`config.mk`:
```
export PLATFORM = sky130hd
export DESIGN_NAME = network_rx_steer
export DESIGN_NICKNAME = d
export VERILOG_FILES = /design/src/rtl/network_rx_steer.sv
export SDC_FILE = /design/constraint.sdc
export NUM_CORES = 1
export LEC_CHECK = 0
export BUFFER_PORTS_ARGS = -buffer_cell sky130_fd_sc_hd__buf_2
export CAP_MARGIN = 30
export CORE_AREA = 2 2 105 107
export DETAILED_ROUTE_END_ITERATION = 7
export DIE_AREA = 0 0 107 109
export GPL_TIMING_DRIVEN = 0
export PLACE_DENSITY = 0.64
export SLEW_MARGIN = 40
export SYNTH_ARGS = -nofsm -noshare
export SYNTH_HDL_FRONTEND = slang
export SYNTH_SLANG_ARGS = --single-unit
```
`constraint.sdc`:
```
create_clock -name clk -period 5.98 [get_ports clk]
set_input_delay 0.299 -clock clk [delete_from_list [all_inputs] [get_ports clk]]
set_output_delay 0.299 -clock clk [all_outputs]
set_load 0.005 [all_outputs]
```
`src/rtl/network_rx_steer.sv`:
```
// network_rx_steer: steers the NIC receive data (rxd) and status (rxs)
// AXI-Stream flows to exactly one of the trusted (T) or untrusted (U)
// consumers. The owner is locked when a frame starts. If ownership changes
// mid-frame, the remainder of that frame is discarded and counted.
//
// Ports
//   clk, resetn          clock, synchronous active-low reset
//   trusted_sel          desired owner (1 = T, 0 = U)
//   cnt_clr              single-cycle pulse clearing both drop counters
//   O_rx{d,s}_*          NIC-side streams (slave side of this block)
//   T_rx{d,s}_*          trusted consumer streams
//   U_rx{d,s}_*          untrusted consumer streams
//   rx{d,s}_drop_cnt     saturating count of truncated frames per stream
module network_rx_steer #(
    parameter int unsigned DATA_W = 32,
    parameter int unsigned CNT_W  = 16
) (
    input  logic                  clk,
    input  logic                  resetn,
    input  logic                  trusted_sel,
    input  logic                  cnt_clr,

    input  logic [DATA_W-1:0]     O_rxd_tdata,
    input  logic [DATA_W/8-1:0]   O_rxd_tkeep,
    input  logic                  O_rxd_tlast,
    input  logic                  O_rxd_tvalid,
    output logic                  O_rxd_tready,
    output logic [DATA_W-1:0]     T_rxd_tdata,
    output logic [DATA_W/8-1:0]   T_rxd_tkeep,
    output logic                  T_rxd_tlast,
    output logic                  T_rxd_tvalid,
    input  logic                  T_rxd_tready,
    output logic [DATA_W-1:0]     U_rxd_tdata,
    output logic [DATA_W/8-1:0]   U_rxd_tkeep,
    output logic                  U_rxd_tlast,
    output logic                  U_rxd_tvalid,
    input  logic                  U_rxd_tready,

    input  logic [DATA_W-1:0]     O_rxs_tdata,
    input  logic [DATA_W/8-1:0]   O_rxs_tkeep,
    input  logic                  O_rxs_tlast,
    input  logic                  O_rxs_tvalid,
    output logic                  O_rxs_tready,
    output logic [DATA_W-1:0]     T_rxs_tdata,
    output logic [DATA_W/8-1:0]   T_rxs_tkeep,
    output logic                  T_rxs_tlast,
    output logic                  T_rxs_tvalid,
    input  logic                  T_rxs_tready,
    output logic [DATA_W-1:0]     U_rxs_tdata,
    output logic [DATA_W/8-1:0]   U_rxs_tkeep,
    output logic                  U_rxs_tlast,
    output logic                  U_rxs_tvalid,
    input  logic                  U_rxs_tready,

    output logic [CNT_W-1:0]      rxd_drop_cnt,
    output logic [CNT_W-1:0]      rxs_drop_cnt
);

    localparam int unsigned KEEP_W = DATA_W / 8;
    localparam int unsigned N_LANE = 2;

    typedef enum logic [1:0] {
        IDLE  = 2'd0,
        FWD_T = 2'd1,
        FWD_U = 2'd2,
        DROP  = 2'd3
    } state_e;

    // Lane 0 carries rxd, lane 1 carries rxs; the two FSMs are independent.
    for (genvar g = 0; g < N_LANE; g++) begin : gen_lane
        logic [DATA_W-1:0] o_tdata;
        logic [KEEP_W-1:0] o_tkeep;
        logic              o_tlast;
        logic              o_tvalid;
        logic              o_tready;
        logic              t_tready;
        logic              u_tready;
        logic [DATA_W-1:0] t_tdata;
        logic [KEEP_W-1:0] t_tkeep;
        logic              t_tlast;
        logic              t_tvalid;
        logic [DATA_W-1:0] u_tdata;
        logic [KEEP_W-1:0] u_tkeep;
        logic              u_tlast;
        logic              u_tvalid;

        state_e            state_q, state_d;
        logic [CNT_W-1:0]  cnt_q, cnt_d;
        logic              route_t, route_u, sink, drop_inc, accept;

        assign o_tdata  = (g == 0) ? O_rxd_tdata  : O_rxs_tdata;
        assign o_tkeep  = (g == 0) ? O_rxd_tkeep  : O_rxs_tkeep;
        assign o_tlast  = (g == 0) ? O_rxd_tlast  : O_rxs_tlast;
        assign o_tvalid = (g == 0) ? O_rxd_tvalid : O_rxs_tvalid;
        assign t_tready = (g == 0) ? T_rxd_tready : T_rxs_tready;
        assign u_tready = (g == 0) ? U_rxd_tready : U_rxs_tready;

        // State and drop counter registers.
        always_ff @(posedge clk) begin
            if (!resetn) begin
                state_q <= IDLE;
                cnt_q   <= '0;
            end else begin
                state_q <= state_d;
                cnt_q   <= cnt_d;
            end
        end

        // Routing, outputs, next state and counter update.
        always_comb begin
            state_d  = state_q;
            cnt_d    = cnt_q;
            route_t  = 1'b0;
            route_u  = 1'b0;
            sink     = 1'b0;
            drop_inc = 1'b0;

            // Ownership loss is evaluated every cycle, independent of tvalid.
            unique case (state_q)
                IDLE: begin
                    route_t = trusted_sel;
                    route_u = !trusted_sel;
                end
                FWD_T: begin
                    route_t  = trusted_sel;
                    sink     = !trusted_sel;
                    drop_inc = !trusted_sel;
                end
                FWD_U: begin
                    route_u  = !trusted_sel;
                    sink     = trusted_sel;
                    drop_inc = trusted_sel;
                end
                DROP: begin
                    sink = 1'b1;
                end
            endcase

            // Non-owner lanes are forced to zero so nothing leaks across.
            t_tvalid = route_t & o_tvalid;
            t_tdata  = route_t ? o_tdata : '0;
            t_tkeep  = route_t ? o_tkeep : '0;
            t_tlast  = route_t & o_tlast;
            u_tvalid = route_u & o_tvalid;
            u_tdata  = route_u ? o_tdata : '0;
            u_tkeep  = route_u ? o_tkeep : '0;
            u_tlast  = route_u & o_tlast;
            o_tready = sink | (route_t & t_tready) | (route_u & u_tready);
            accept   = o_tvalid & o_tready;

            unique case (state_q)
                IDLE: begin
                    if (accept && !o_tlast) begin
                        state_d = trusted_sel ? FWD_T : FWD_U;
                    end
                end
                FWD_T, FWD_U: begin
                    if (sink) begin
                        state_d = (accept && o_tlast) ? IDLE : DROP;
                    end else if (accept && o_tlast) begin
                        state_d = IDLE;
                    end
                end
                DROP: begin
                    if (accept && o_tlast) begin
                        state_d = IDLE;
                    end
                end
            endcase

            // Clear has priority over a same-cycle increment; saturate at max.
            if (cnt_clr) begin
                cnt_d = '0;
            end else if (drop_inc && (cnt_q != {CNT_W{1'b1}})) begin
                cnt_d = cnt_q + CNT_W'(1);
            end
        end
    end

    assign O_rxd_tready = gen_lane[0].o_tready;
    assign T_rxd_tdata  = gen_lane[0].t_tdata;
    assign T_rxd_tkeep  = gen_lane[0].t_tkeep;
    assign T_rxd_tlast  = gen_lane[0].t_tlast;
    assign T_rxd_tvalid = gen_lane[0].t_tvalid;
    assign U_rxd_tdata  = gen_lane[0].u_tdata;
    assign U_rxd_tkeep  = gen_lane[0].u_tkeep;
    assign U_rxd_tlast  = gen_lane[0].u_tlast;
    assign U_rxd_tvalid = gen_lane[0].u_tvalid;
    assign rxd_drop_cnt = gen_lane[0].cnt_q;

    assign O_rxs_tready = gen_lane[1].o_tready;
    assign T_rxs_tdata  = gen_lane[1].t_tdata;
    assign T_rxs_tkeep  = gen_lane[1].t_tkeep;
    assign T_rxs_tlast  = gen_lane[1].t_tlast;
    assign T_rxs_tvalid = gen_lane[1].t_tvalid;
    assign U_rxs_tdata  = gen_lane[1].u_tdata;
    assign U_rxs_tkeep  = gen_lane[1].u_tkeep;
    assign U_rxs_tlast  = gen_lane[1].u_tlast;
    assign U_rxs_tvalid = gen_lane[1].u_tvalid;
    assign rxs_drop_cnt = gen_lane[1].cnt_q;

endmodule

```
## Word level (Yosys, flattened, before mapping)

Cells that the tools add are included.

| cells by class | value |
|---|---|
| eq/ne operators | 10 |
| add/subtract/negate cells | 2 |
| reduce and logical (&&, ||, !) cells | 18 |
| mux-type cells | 27 |
| bitwise operators | 19 |

Operator list:

| kind | count |
|---|---|
| $mux W32 | 4 |
| $add A16 B1 Y16 const B | 2 |
| $ne A16 B16 Y1 const B | 2 |
| $mux W2 | 9 |
| $mux W4 | 4 |
| $and A1 B1 Y1 | 14 |
| $reduce_or A2 Y1 | 7 |
| $pmux W2 S3 | 2 |
| $eq A2 B2 Y1 const B | 4 |
| $logic_and A1 B1 Y1 | 6 |
| $pmux W1 S3 | 2 |
| $eq A2 B1 Y1 const B | 2 |
| $logic_not A2 Y1 | 2 |
| $mux W1 | 4 |
| $ne A2 B2 Y1 const B | 2 |
| $or A1 B1 Y1 | 4 |
| $pmux W1 S2 | 2 |
| $logic_not A1 Y1 | 3 |
| $not A1 Y1 | 1 |

| storage, ports and cells | value |
|---|---|
| register bits | 36 |
| output and inout port bits | 186 |
| word-level logic and storage cells | 80 |

## Longest topological paths before layout

| logic depth | value |
|---|---|
| depth in word-level cells | 11 |
| mapped depth | 8 |

## Least setup slack after synthesis

No wires, ideal clock.

| path | value |
|---|---|
| path type | reg-to-reg |
| start point | register gen_lane[0].state_q[0] |
| end point | register gen_lane[0].cnt_q[11], in the netlist rxd_drop_cnt[11] |
| clock period less this slack | 1.923 ns |
| cell stages (with the launch flop) | 7 |
| required time | 5.852 ns |
| slack | 4.057 ns |
| arrival | 1.796 ns |
| buffers on the path | 0 |
| cell sequence | dfxtp_1 ha_1 mux2i_2 or4b_4 nor4b_2 xnor2_1 nor2_1 |

| between the ends | value |
|---|---|
| longest elaborated chain between the ends | 3 |
| elaborated cells on any way between the ends | 4 |

Ends and longest elaborated chain:

| element | RTL line | source |
|---|---|---|
| from (decl) | 87 | `state_e state_q, state_d;` |
| from (signal assigned) | 104 | `state_q <= state_d;` |
| $eq A2 B2 Y1 / $eq A2 B1 Y1 (equally long branches) | 119 | `unique case (state_q)` |
| $pmux W1 S2 (*) | 119 |  |
| $logic_and A1 B1 Y1 (*) | 174 | `end else if (drop_inc && (cnt_q != {CNT_W{1'b1}})) begin` |
| to (signal assigned) | 105 | `cnt_q <= cnt_d;` |
| to (decl) | 88 | `logic [CNT_W-1:0] cnt_q, cnt_d;` |

Every way passes the cells marked *; elsewhere a longest branch is shown, timed or not.
A chain may end at the register's enable or synchronous reset.

## Final worst setup path

| path | value |
|---|---|
| start point | register gen_lane[0].state_q[0] |
| end point | output T_rxd_tdata[23] |

| between the ends | value |
|---|---|
| longest elaborated chain between the ends | 4 |
| elaborated cells on any way between the ends | 5 |

Ends and longest elaborated chain:

| element | RTL line | source |
|---|---|---|
| $eq A2 B1 Y1 / $logic_not A2 Y1 (equally long branches) | 119 |  |
| $reduce_or A2 Y1 (no line) (*) | - |  |
| $mux W1 (*) | 119 |  |
| $mux W32 (*) | 141 | `t_tdata = route_t ? o_tdata : '0;` |
| to (decl) | 28 | `output logic [DATA_W-1:0] T_rxd_tdata,` |

Marks and branches as above.

==> summary by stage <==
Status
The run finished with clean final reports.

Floorplanning
In this run the standard cell core region covers 10,600 um2. 270 I/O pins were placed. The starting density of the core is about 28%. The die covers around 12,000 um2. The die is about 110 um tall. Measured along the x axis, the die boundary spans 107 um. Row generation in the floorplan step produced 38 rows.

Worst setup path
For this design, the slowest cell found on the critical path is sky130_fd_sc_hd__clkbuf_1. The critical path is of the reg -> out type. The critical path goes through inv_1, ha_1, o21a_1, clkbuf_1, clkbuf_1, and2_1, buf_2. The number of buffers and inverters on the critical path is 4.

At the worst endpoint, the required time is roughly 5.7 ns. The cell class contributing the biggest share of worst-path delay is buffers and inverters. The cell repeated most along the worst path is sky130_fd_sc_hd__clkbuf_1. In this run the worst path has a maximum fanout of 10. The type of element capturing the critical path is an output pin. The arrival time of data at the critical path endpoint is 2.20 ns. The critical path launch point type is a flip-flop. The largest single stage delay on the critical path is approximately 0.44 ns.

Logic synthesis
The number of nets handed over by synthesis was 492. By instance count, the leading cell after synthesis is sky130_fd_sc_hd__and2_1. The share of synthesized area occupied by flip-flops and latches is around a quarter.

The cell area that synthesis handed to floorplanning was 2990 um2. The cell type contributing the most total cell area after synthesis is sky130_fd_sc_hd__and2_1. The total of flip-flops plus latches after synthesis is 36. Counting distinct cell types in the post-synthesis netlist gives 43.

The most used flip-flop cell after synthesis is sky130_fd_sc_hd__dfxtp_1. The count of mapped cells out of synthesis is 398. The number of flops mapped to enable cells by yosys is 0. Of the post-synthesis cell area, the dominant cell type holds 31.8%. Counting flops with an async set or reset pin after synthesis yields a share of 0%. Ranked by instance count, the synthesized netlist is headed by 152 x sky130_fd_sc_hd__and2_1, 36 x sky130_fd_sc_hd__dfxtp_1, 27 x sky130_fd_sc_hd__nor2_1, 22 x sky130_fd_sc_hd__clkbuf_1, 19 x sky130_fd_sc_hd__xnor2_1. Ranked by total cell area, the synthesized netlist is headed by sky130_fd_sc_hd__and2_1 32%, sky130_fd_sc_hd__dfxtp_1 24%, sky130_fd_sc_hd__xnor2_1 5.6%. The per-instance average area after synthesis is 7.50 um2.

The Yosys step of the flow raised 0 warnings.

Power
The analysis attributes to cell leakage a power of 0.00236 uW. The post-route total power is 692 uW. VDD sags by at most 0.0882 mV.

The power per cell area is 150 nW/um2.

Clock tree
The clock-pin slew on the worst setup and hold paths is 0.07 ns. The clock tree from TritonCTS is done. The library cell used as clock root buffer is sky130_fd_sc_hd__clkbuf_8. The clock tree synthesis step divided the H-tree into 2 levels. The source-to-sink clock delay at the later pin of the worst-skew pair is 0.29 ns. The number of hold buffers added after CTS was 0.

The number of cells upsized or downsized after cts is 0. The number of sinks handled by clock tree synthesis is 36. Clock tree synthesis inserted a total of 5 buffers.

The longest clock path from root to sink contains 2 buffers. The post-CTS repair timing setup buffer count is 0.

Timing
Setup violations remaining at the end of the flow were counted as 0. The number of pins exceeding their max-slew limit in the final report came to 0. The fmax is between 300 and 400 MHz. Between clock sinks in the finished design, the worst skew comes to ~0.0095 ns. The slew at the pin closest to its max-slew limit is ~0.70 ns. Setup repair after global routing left no endpoint under its margin. The count of endpoints failing hold in the final timing report came to 0.

Counting I/O delays and the setup requirement, the final critical path takes 2.50 ns. The aggregate negative setup slack is 0 ns. Of the available clock period, the critical path in the final layout requires 41.9%.

The relative slew slack is 53.1%.

GRT
The total global-route track usage is 19.6%. The global-route track usage on met2 is 33.4%. The routing usage on met1 is 23.3%. The number of global-route vias before repair is 3,490. In the global route stage, met3 resource usage came out at 8.25%. The number of antenna violations at the first check in global routing is 3. The maximum number of pins on one net before global-route repair is 12. For this run the aggregate overflow at the end of global routing stands at 0. The first-pass GRT wire length is 18,100 um. met2 is the most crowded layer.

Drt
Detailed routing inserted a total of approximately 3,700 vias. After detailed routing, the number of remaining DRC violations is 0. The wire length per cell after detailed routing is 14.9 um. The number of detailed-route iterations in the first pass is 4. For this block, the initial DRC count from the detailed router was 272. The total length of routed wires is 12,100 um.

Using the TritonRoute via totals, the vias-per-cell ratio works out to 4.59. Once detail routing completed, the nets flagged for antenna violations numbered 0.

Run
The tool flagged a number of max-cap violations equal to 0.

Layout
The layout has 1,133 filler cells. Cells with a size suffix above 1 make up 42.3% of the layout. The number of antenna diodes in the final layout is 0. At the end of the flow, the number of nets in the layout was roughly 770. The area growth from synthesis to layout is 55.0%.

Placed design
The count of buffers inserted at the top-level ports is 268. The wire-length estimate of the detail-placed layout is 10,500 um. The final weighted congestion in routability-driven placement is 0.856.

Worst hold path
In this run the worst hold path is classified as in -> reg.
## worst paths after layout
check,startpoint,endpoint,slack (ns),cells after the start
min reg2reg,rxd_drop_cnt[14],rxd_drop_cnt[14],0.51,2
min,resetn,gen_lane[0].state_q[0],0.37,3
max,gen_lane[0].state_q[0],T_rxd_tdata[23],3.48,7
max reg2reg,rxs_drop_cnt[0],rxs_drop_cnt[4],3.82,7
## area by class of cell
| class | count | area [um2] | share of cell area, % |
|---|---|---|---|
| multi-input combinational | 330 | 2140 | 46.3 |
| clock inverter | 1 | 30.0 | 0.649 |
| sequential | 36 | 721 | 15.6 |
| tap | 140 | 175 | 3.78 |
| clock buffer | 7 | 96.3 | 2.08 |
| timing repair buffer | 268 | 1340 | 29.0 |
| inverter | 9 | 33.8 | 0.730 |
| buffer | 23 | 90.1 | 1.95 |
## layer usage
layer / vias to the layer above / wire, um
li1: 1879 / -
met1: 1712 / 4860
met2: 121 / 5990
met3: 17 / 1110
met4: 6 / 116
met5: - / 28
## flip-flops by register name, indices dropped and copies added, names as in the netlist
name,count
gen_lane.state_q,4
rxd_drop_cnt,16
rxs_drop_cnt,16
## where the power goes
group          total, uW  leakage, uW  internal, uW  switching [uW]
Sequential           244     0.000290           241            2.94
Clock                236    0.0000645           147            88.5
Combinational        213      0.00201           108             105
Total                692      0.00236           496             196
## through the flow
step           setup WS (ns)  hold slack, ns  utilization (%)  instances  cell area [um2]
2_1_floorplan           4.06           0.483                -        398             2990
3_3_place_gp            3.65           0.485             42.5        806             4500
3_5_place_dp            3.63           0.501             42.5        806             4500
4_1_cts                 3.41           0.360             43.7        814             4630
5_1_grt                 3.21           0.386             43.7        814             4630
6_report                3.48           0.370             43.7        814             4630
## logic make-up after synthesis
logic type,share of synthesized area (%)
AND/OR/NAND/NOR,52.3
AO/OA/AOI/OAI,7.62
multiplexers,1.13
flip-flops,24.1
XOR/XNOR,6.45
buffers and inverters,4.15
adder cells (fa/ha/maj),4.19
## placed cells by master (no fill, tap or decap), drive strengths merged, types with 2 or more instances in the layout
cell	instances
buf	269
ha	10
or4	6
clkbuf	29
nand3	11
inv	9
mux2i	3
and3	2
o21a	2
nor3	10
a21oi	5
nor3b	3
o211ai	5
nand4	6
nor4b	6
o22ai	4
and2	152
or3	4
or2	2
nor2b	2
nor2	27
nor4	6
a31oi	5
xor2	3
o21bai	2
o2bb2ai	2
dfxtp	36
o21ai	5
nand2	18
xnor2	19
## tightest hold or removal path, cell delays in order
cell and delay, ns:
sky130_fd_sc_hd__buf_2 0.14, sky130_fd_sc_hd__nand2_1 0.09, sky130_fd_sc_hd__o22ai_1 0.08
(Power assumes the default switching activity.)
